===== config.mk =====
export PLATFORM = sky130hd
export DESIGN_NAME = mem_stage
export DESIGN_NICKNAME = d
export VERILOG_FILES = /design/src/rtl/mem_stage.sv
export SDC_FILE = /design/constraint.sdc
export NUM_CORES = 1
export LEC_CHECK = 0
export ABC_AREA = 1
export BUFFER_PORTS_ARGS = -buffer_cell sky130_fd_sc_hd__buf_2
export CAP_MARGIN = 0
export CORE_ASPECT_RATIO = 1.2
export CORE_MARGIN = 10
export CORE_UTILIZATION = 30
export DETAILED_ROUTE_END_ITERATION = 10
export SYNTH_ARGS = -nofsm -noshare
export SYNTH_HDL_FRONTEND = slang
export SYNTH_SLANG_ARGS = --single-unit

===== constraint.sdc =====
create_clock -name Clk -period 3.8 [get_ports Clk]
set_input_delay 0.57 -clock Clk [delete_from_list [all_inputs] [get_ports Clk]]
set_output_delay 0.57 -clock Clk [all_outputs]
set_load 0.01 [all_outputs]

===== src/rtl/mem_stage.sv =====
// mem_stage: RV32I memory-access stage between EX and WB.
// Issues loads/stores on a req/ack bus, aligns byte lanes, extends load data,
// abandons accesses that exceed the timeout, and registers the MEM/WB result.
module mem_stage #(
  parameter int TIMEOUT_CYCLES = 16,
  parameter int CNT_W          = 8
) (
  input  logic        Clk,
  input  logic        Reset_n,
  input  logic        EX_Mem_wr_en,
  input  logic        EX_Mem_rd_en,
  input  logic [2:0]  EX_Mem_op,
  input  logic [31:0] EX_Rs2_data,
  input  logic        EX_MemToReg,
  input  logic [31:0] EX_ALU_result,
  input  logic        EX_RegFile_wr_en,
  input  logic [4:0]  EX_Rd_addr,
  output logic        DMem_req,
  output logic        DMem_we,
  output logic [31:0] DMem_addr,
  output logic [3:0]  DMem_be,
  output logic [31:0] DMem_wdata,
  input  logic        DMem_ack,
  input  logic [31:0] DMem_rdata,
  output logic        MEM_Stall,
  output logic        MEM_RegFile_wr_en,
  output logic [4:0]  MEM_Rd_addr,
  output logic [31:0] MEM_Rd_data,
  output logic        MEM_Access_err,
  output logic        MEM_Timeout
);

  typedef enum logic {S_IDLE, S_WAIT} state_t;

  localparam logic [CNT_W-1:0] TO_CNT  = CNT_W'(TIMEOUT_CYCLES);
  localparam logic [CNT_W-1:0] CNT_MAX = '1;

  state_t           state;
  logic [CNT_W-1:0] cnt;

  logic        access, op_ok, misaligned, illegal, legal;
  logic        timeout_hit, req_int;
  logic [1:0]  lane;
  logic [7:0]  ld_byte;
  logic [15:0] ld_half;
  logic [31:0] load_data;

  assign lane   = EX_ALU_result[1:0];
  assign access = EX_Mem_rd_en | EX_Mem_wr_en;

  // Access legality: known funct3, natural alignment, not both directions at once.
  always_comb begin
    op_ok      = 1'b0;
    misaligned = 1'b0;
    case (EX_Mem_op)
      3'b000, 3'b100: op_ok = 1'b1;
      3'b001, 3'b101: begin op_ok = 1'b1; misaligned = lane[0]; end
      3'b010:         begin op_ok = 1'b1; misaligned = (lane != 2'b00); end
      default:        op_ok = 1'b0;
    endcase
    illegal = (EX_Mem_rd_en & EX_Mem_wr_en) | (access & (~op_ok | misaligned));
    legal   = access & ~illegal;
  end

  // Bus handshake; reset gates req/stall immediately so a held EX access cannot re-issue.
  always_comb begin
    timeout_hit = (TIMEOUT_CYCLES != 0) && (state == S_WAIT) && (cnt == TO_CNT);
    req_int     = Reset_n & (((state == S_IDLE) & legal) | ((state == S_WAIT) & ~timeout_hit));
    DMem_req    = req_int;
    MEM_Stall   = req_int & ~DMem_ack;
    DMem_we     = req_int & EX_Mem_wr_en;
    DMem_addr   = {EX_ALU_result[31:2], 2'b00};
  end

  // Store lane replication and byte enables; loads read the full word.
  always_comb begin
    DMem_be    = 4'b1111;
    DMem_wdata = EX_Rs2_data;
    if (EX_Mem_wr_en) begin
      case (EX_Mem_op[1:0])
        2'b00: begin
          DMem_be    = 4'b0001 << lane;
          DMem_wdata = {4{EX_Rs2_data[7:0]}};
        end
        2'b01: begin
          DMem_be    = lane[1] ? 4'b1100 : 4'b0011;
          DMem_wdata = {2{EX_Rs2_data[15:0]}};
        end
        default: begin
          DMem_be    = 4'b1111;
          DMem_wdata = EX_Rs2_data;
        end
      endcase
    end
  end

  // Load extraction with sign or zero extension.
  always_comb begin
    ld_byte = DMem_rdata[7:0];
    case (lane)
      2'b01:   ld_byte = DMem_rdata[15:8];
      2'b10:   ld_byte = DMem_rdata[23:16];
      2'b11:   ld_byte = DMem_rdata[31:24];
      default: ld_byte = DMem_rdata[7:0];
    endcase
    ld_half = lane[1] ? DMem_rdata[31:16] : DMem_rdata[15:0];
    case (EX_Mem_op)
      3'b000:  load_data = {{24{ld_byte[7]}}, ld_byte};
      3'b001:  load_data = {{16{ld_half[15]}}, ld_half};
      3'b100:  load_data = {24'd0, ld_byte};
      3'b101:  load_data = {16'd0, ld_half};
      default: load_data = DMem_rdata;
    endcase
  end

  // IDLE/WAIT sequencing with a saturating wait counter cleared on return to IDLE.
  always_ff @(posedge Clk or negedge Reset_n) begin
    if (!Reset_n) begin
      state <= S_IDLE;
      cnt   <= '0;
    end else begin
      case (state)
        S_IDLE: begin
          if (legal && !DMem_ack) begin
            state <= S_WAIT;
            cnt   <= CNT_W'(1);
          end else begin
            cnt <= '0;
          end
        end
        default: begin
          if (timeout_hit || DMem_ack) begin
            state <= S_IDLE;
            cnt   <= '0;
          end else if (cnt != CNT_MAX) begin
            cnt <= cnt + 1'b1;
          end
        end
      endcase
    end
  end

  // MEM/WB register: bubble while stalled, on an illegal access or on a timeout.
  always_ff @(posedge Clk or negedge Reset_n) begin
    if (!Reset_n) begin
      MEM_RegFile_wr_en <= 1'b0;
      MEM_Rd_addr       <= '0;
      MEM_Rd_data       <= '0;
      MEM_Access_err    <= 1'b0;
      MEM_Timeout       <= 1'b0;
    end else begin
      MEM_Access_err <= illegal & (state == S_IDLE);
      MEM_Timeout    <= timeout_hit;
      if (MEM_Stall || illegal || timeout_hit) begin
        MEM_RegFile_wr_en <= 1'b0;
        MEM_Rd_addr       <= '0;
        MEM_Rd_data       <= '0;
      end else begin
        MEM_RegFile_wr_en <= EX_RegFile_wr_en;
        MEM_Rd_addr       <= EX_Rd_addr;
        MEM_Rd_data       <= EX_MemToReg ? load_data : EX_ALU_result;
      end
    end
  end

endmodule


# ---- After elaboration in Yosys (flattened, before gate mapping)
# Index checks and enable logic that the tools add are counted.
dict set report word_totals {
  register_bits 49
  latchBits 0
  ram_bits 0
  rom_bits 0
  inputBits 111
  output_inout_bits 111
  wordCells 70
  mem_count 0
}
dict set report classes {
  n_addsub 1
  mul 0
  div_mod_pow 0
  n_lt_le_gt_ge 0
  n_eq_ne 11
  n_shift 1
  mux 21
  bitwise_logic 18
  n_reduce_logical 11
}
# op count
set op_table {}
lappend op_table {{one-hot mux 32 bit (4 select lines)} 1}
lappend op_table {{2-to-1 mux 32 bit} 3}
lappend op_table {{one-hot mux 32 bit (2 select lines)} 1}
lappend op_table {{2-to-1 mux 8 bit} 3}
lappend op_table {{one-hot mux 8 bit (3 select lines)} 1}
lappend op_table {{2-to-1 mux 16 bit} 1}
lappend op_table {{bitwise AND 1 bit} 9}
lappend op_table {{adder 8 x 1 -> 8 bit (second input constant)} 1}
lappend op_table {{equality test 8 x 5 -> 1 bit (second input constant)} 1}
lappend op_table {{2-to-1 mux 4 bit} 2}
lappend op_table {{inequality test 8 bit (second input constant)} 1}
lappend op_table {{one-hot mux 4 bit (2 select lines)} 1}
lappend op_table {{equality test 3 bit (second input constant)} 2}
lappend op_table {{2-to-1 mux 1 bit} 6}
lappend op_table {{2-to-1 mux 5 bit} 1}
lappend op_table {{NOT 1 bit} 5}
lappend op_table {{OR reduction 5 bit} 1}
lappend op_table {{equality test 2 x 1 -> 1 bit (second input constant)} 2}
lappend op_table {{equality test 2 bit (second input constant)} 2}
lappend op_table {{bitwise OR 1 bit} 4}
lappend op_table {{<< shifter 1 x 2 -> 4 bit (first input constant)} 1}
lappend op_table {{equality test 3 x 1 -> 1 bit (second input constant)} 1}
lappend op_table {{equality test 3 x 2 -> 1 bit (second input constant)} 1}
lappend op_table {{zero test 3 bit} 1}
lappend op_table {{8 further kinds} 11}

# ---- Longest topological paths before layout
dict set report logic_depth {
  word_depth 16
  mapped_depth 10
  depth_no_buf 9
}

# ---- Worst setup path after synthesis
# Ideal clock, no wire load.
dict set report synth_timing {
  path_kind {input port to output port}
  from {in EX_Mem_wr_en}
  to {out DMem_wdata[22]}
  t_arrival_ps 1513
  t_required_ps 3230
  setup_slack_ps 1717
  path_stages 6
  n_path_buf 2
  path_cell_list {buf_2 > inv_1 > nor2_1 > inv_1 > clkbuf_1 > o21ai_0}
}
dict set report synth_between {
  elab_chain_cells 1
}
# element line
set synth_lines {}
lappend synth_lines {{start, declared} 10} ;# input logic EX_Mem_wr_en,
lappend synth_lines {{2-to-1 mux 32 bit} 79} ;# if (EX_Mem_wr_en) begin
lappend synth_lines {{end, declared} 22} ;# output logic [31:0] DMem_wdata,
# Every way passes these cells.

# ---- Final worst setup path
dict set report layout_timing {
  from {in EX_Mem_op[1]}
  to {out DMem_we}
}
dict set report layout_between {
  elab_chain_cells 13
  word_cells_on_any_way 19
  cone_classes {eq/ne: 4; mux: 2; bitwise: 10; reduce/logical: 3}
}
# element line
set layout_lines {}
lappend layout_lines {{start, declared} 12} ;# input logic [2:0] EX_Mem_op,
lappend layout_lines {{equality test 3 bit, or another cell as far along} 55} ;# case (EX_Mem_op)
lappend layout_lines {{OR reduction 5 bit (no line)} n/a}
lappend layout_lines {{2-to-1 mux 1 bit} 55}
lappend layout_lines {{NOT 1 bit} 61} ;# illegal = (EX_Mem_rd_en & EX_Mem_wr_en) | (access & (~op_ok | misaligned));
lappend layout_lines {{bitwise OR 1 bit *} 61}
lappend layout_lines {{bitwise AND 1 bit *} 61}
lappend layout_lines {{bitwise OR 1 bit *} 61}
lappend layout_lines {{NOT 1 bit *} 62} ;# legal = access & ~illegal;
lappend layout_lines {{bitwise AND 1 bit *} 62}
lappend layout_lines {{bitwise AND 1 bit *} 68} ;# req_int = Reset_n & (((state == S_IDLE) & legal) | ((state == S_WAIT) & ~timeout_hit));
lappend layout_lines {{bitwise OR 1 bit *} 68}
lappend layout_lines {{bitwise AND 1 bit *} 68}
lappend layout_lines {{bitwise AND 1 bit *} 71} ;# DMem_we = req_int & EX_Mem_wr_en;
lappend layout_lines {{end, declared} 19} ;# output logic DMem_we,
# Mark *: on every way between the ends. The rest lies on a longest branch, timed or not.

==> impl_results.md <==
* Status: completed
* Max-cap violations at 0
* Commonest non-fill, non-tap cell in the layout: buf_2
* Synth unique cells at 35
* Met2 GRT Util at 29.8%
* Largest net degree at the start of global routing at 50
* Crit. End Element: primary output
* Area of the multi-input gates at 0.00168 mm^2
* Die Area at 0.0167 mm^2
* Row count at 43
* Layout cells sized above 1 at 39.8%
* Highest-count cells in the layout ignoring fill and taps: buf_2, nand2_1, nor2_1
* DP Wirelength at 12100 um
* Synthesized flop and latch total at 49
* IR drop worst, VDD at 138 uV
* Slew HR at 37.0%
* Vias in the first global route at 4165
* Root Buffer Master: clkbuf_16
* Setup TNS at 0 ns
* Ant diodes at 0
* Clock network latency to the later pin of the worst-skew pair at 0.29 ns
* Clk network pwr share at 33.4%
* Iteration-0 DRC Markers at 283
* Post-CTS Resized at 0
* Min Clock Period, post-route at 2.66 ns
* Synth area leaders: dfrtp_1, nand2_1, buf_4
* Port Buf Inserts at 219
* Worst min-delay path class: in2async
* Layout filler cell count at 1301
* Fin crit share at 70.1%
* Worst reg2reg startpoint: cnt[0]
* Placed cells at 837
* Initial antenna violation count at 2
* Post-synth top area share at 34.2%
* H-tree Lvls at 2
* Critical path class: in2out
* Via count at 3906
* F_max at 376 MHz
* Worst Max-Slew Pin Slew at 0.941 ns
* CTS sink cnt at 49
* # Post-CTS Setup Buffers at 0
* Global-route wire length before repair at 22100 um
* Combinational Power Share at 28.9%
* Effective utilization at floorplan at 30.9%
* DRT Wirelength at 14200 um
* CTS tree: done
* Drt pass-1 iters at 7
* Post-synth top area cell: dfrtp_1
* Synth Cell Area at 0.00359 mm^2
* Max Slew Vio Count at 0
* Vias per cell at 4.62
* Die height at 140 um
* Area grow syn2layout at 29.2%
* IO Pins at 222
* Die Wd at 120 um
* Sw Pwr at 0.486 mW
* Final ANT Viol Nets at 0
* Clock slew at reported path FFs at 0.07 ns
* RD Place Congestion at 0.990
* Reg area at 0.00123 mm^2
* Tot GR Track Use at 16.4%
* Finished Layout Cells at 845
* Met3 Usage GRT at 5.75%
* Sequential fraction of the synthesis area at 34.2%
* Core ar. at 0.0116 mm^2
* Clock skew at 0.0110 ns
* Worst setup path start: EX_Mem_op[1]
* Layout Nets at 800
* Crit path max fanout at 30
* Switch share at 31.9%
* CP Data Arrival Time at 2.09 ns
* Met1 Resource Use GR at 17.2%
* Inserted Clock Buffers at 5
* Avg Inst Size Synth at 6.89 um^2
* Sequential share of power at 37.8%
* Worst EP required at 3.23 ns
* RSZ-0062 raised after global routing: false
* GR Overflow Total at 0
* Fin util at 39.9%
* Post-Syn Instances at 521
* Final setup fails at 0
* DRC viols at 0
* Routed wire per std cell at 16.8 um
* GR peak layer: met2
* Synth warn at 0
* Worst Setup Start Kind: primary input
* Power per cell area at 329 mW/mm^2
* P_int at 1.04 mW
* Hold Buf Count CTS at 0
* Final hold vios at 0
* Worst-case clock buffer depth at 2
* Static Leak at 2.71 nW
-- power by group through the flow --
| stage | Clock (mW) | Combinational, mW | Sequential (mW) |
|---|---|---|---|
| after floorplan | 0 | 0.254 | 0.600 |
| after CTS | 0.525 | 0.449 | 0.575 |
| final | 0.508 | 0.439 | 0.575 |
| after global routing | 0.549 | 0.495 | 0.579 |
| after detailed placement | 0 | 0.447 | 0.585 |
| after global placement | 0 | 0.443 | 0.586 |
-- path summary, 6_finish.rpt --
check | to | slack, ns | cells past startpoint
min in group Clk | MEM_Rd_addr[0] | 0.50 | 3
max | DMem_we | 1.14 | 9
min | cnt[6] | 0.42 | 2
max reg2reg | MEM_Rd_data[22] | 1.67 | 8
max in group asynchronous | MEM_Rd_addr[2] | 2.96 | 2
min reg2reg | MEM_Timeout | 0.60 | 3
-- through the flow --
stage | area (um^2) | worst slack, ns | total power [mW] | hold slack (ns)
after floorplan | 3590 | 1.72 | 0.854 | 0.274
after global placement | 4460 | 1.15 | 1.03 | 0.578
after detailed placement | 4460 | 1.05 | 1.03 | 0.587
after CTS | 4630 | 1.19 | 1.55 | 0.440
after global routing | 4630 | 0.996 | 1.62 | 0.482
final | 4630 | 1.14 | 1.52 | 0.419
-- state kept, by name, summed over array words and instances (netlist names) --
| signal | flops |
|---|---|
| MEM_Timeout | 1 |
| MEM_Rd_addr | 5 |
| cnt | 8 |
| MEM_RegFile_wr_en | 1 |
| MEM_Rd_data | 32 |
| MEM_Access_err | 1 |
| state | 1 |
-- cells in the mapped netlist, drive strengths merged --
cell type and n:
nor2 97, inv 65, or2 2, dfrtp 49, nor3 4, buf 53, nand4 3, a21oi 38
a21boi 1, nand3b 1, conb 1, o22ai 8, mux2i 1, clkbuf 10, ha 2, a211oi 1
a22oi 1, nand2 104, nand3 23, o21ai 53, nor4 1, xor2 3
-- logic make-up after synthesis --
kind of cell / Yosys count / synth area share (%)
AOI/OAI and AO/OA: 102 / 15.9
xor gates and xnor gates: 3 / 0.733
adders and majority gates: 2 / 0.697
buffers and inverters: 128 / 19.0
DFF: 49 / 34.2
muxes: 1 / 0.279
other: 1 / 0.105
and+or+nand+nor: 235 / 29.1
-- layout make-up --
| class | count | area share (%) |
|---|---|---|
| clock buffers | 5 | 2.70 |
| clock inverters | 3 | 0.999 |
| inverters | 65 | 5.27 |
| multi-input cells | 345 | 36.3 |
| flip-flops and latches | 49 | 26.5 |
| well taps | 157 | 4.24 |
| repair buffers | 221 | 24.0 |
-- metal layers --
layer	wire, um	up-vias
li1	-	1936
met1	5290	1758
met2	7390	188
met3	1250	20
met4	210	4
met5	21	-
-- worst max-delay path, stage by stage --
cell and delay (ns):
buf_2 0.14, inv_2 0.43, nand2_1 0.11, a21boi_1 0.19, nand3_1 0.10, nand2_1 0.08, nand2_1 0.08, nor2_1 0.20
buf_2 0.18
No activity file was read; power rests on OpenSTA's default activity.
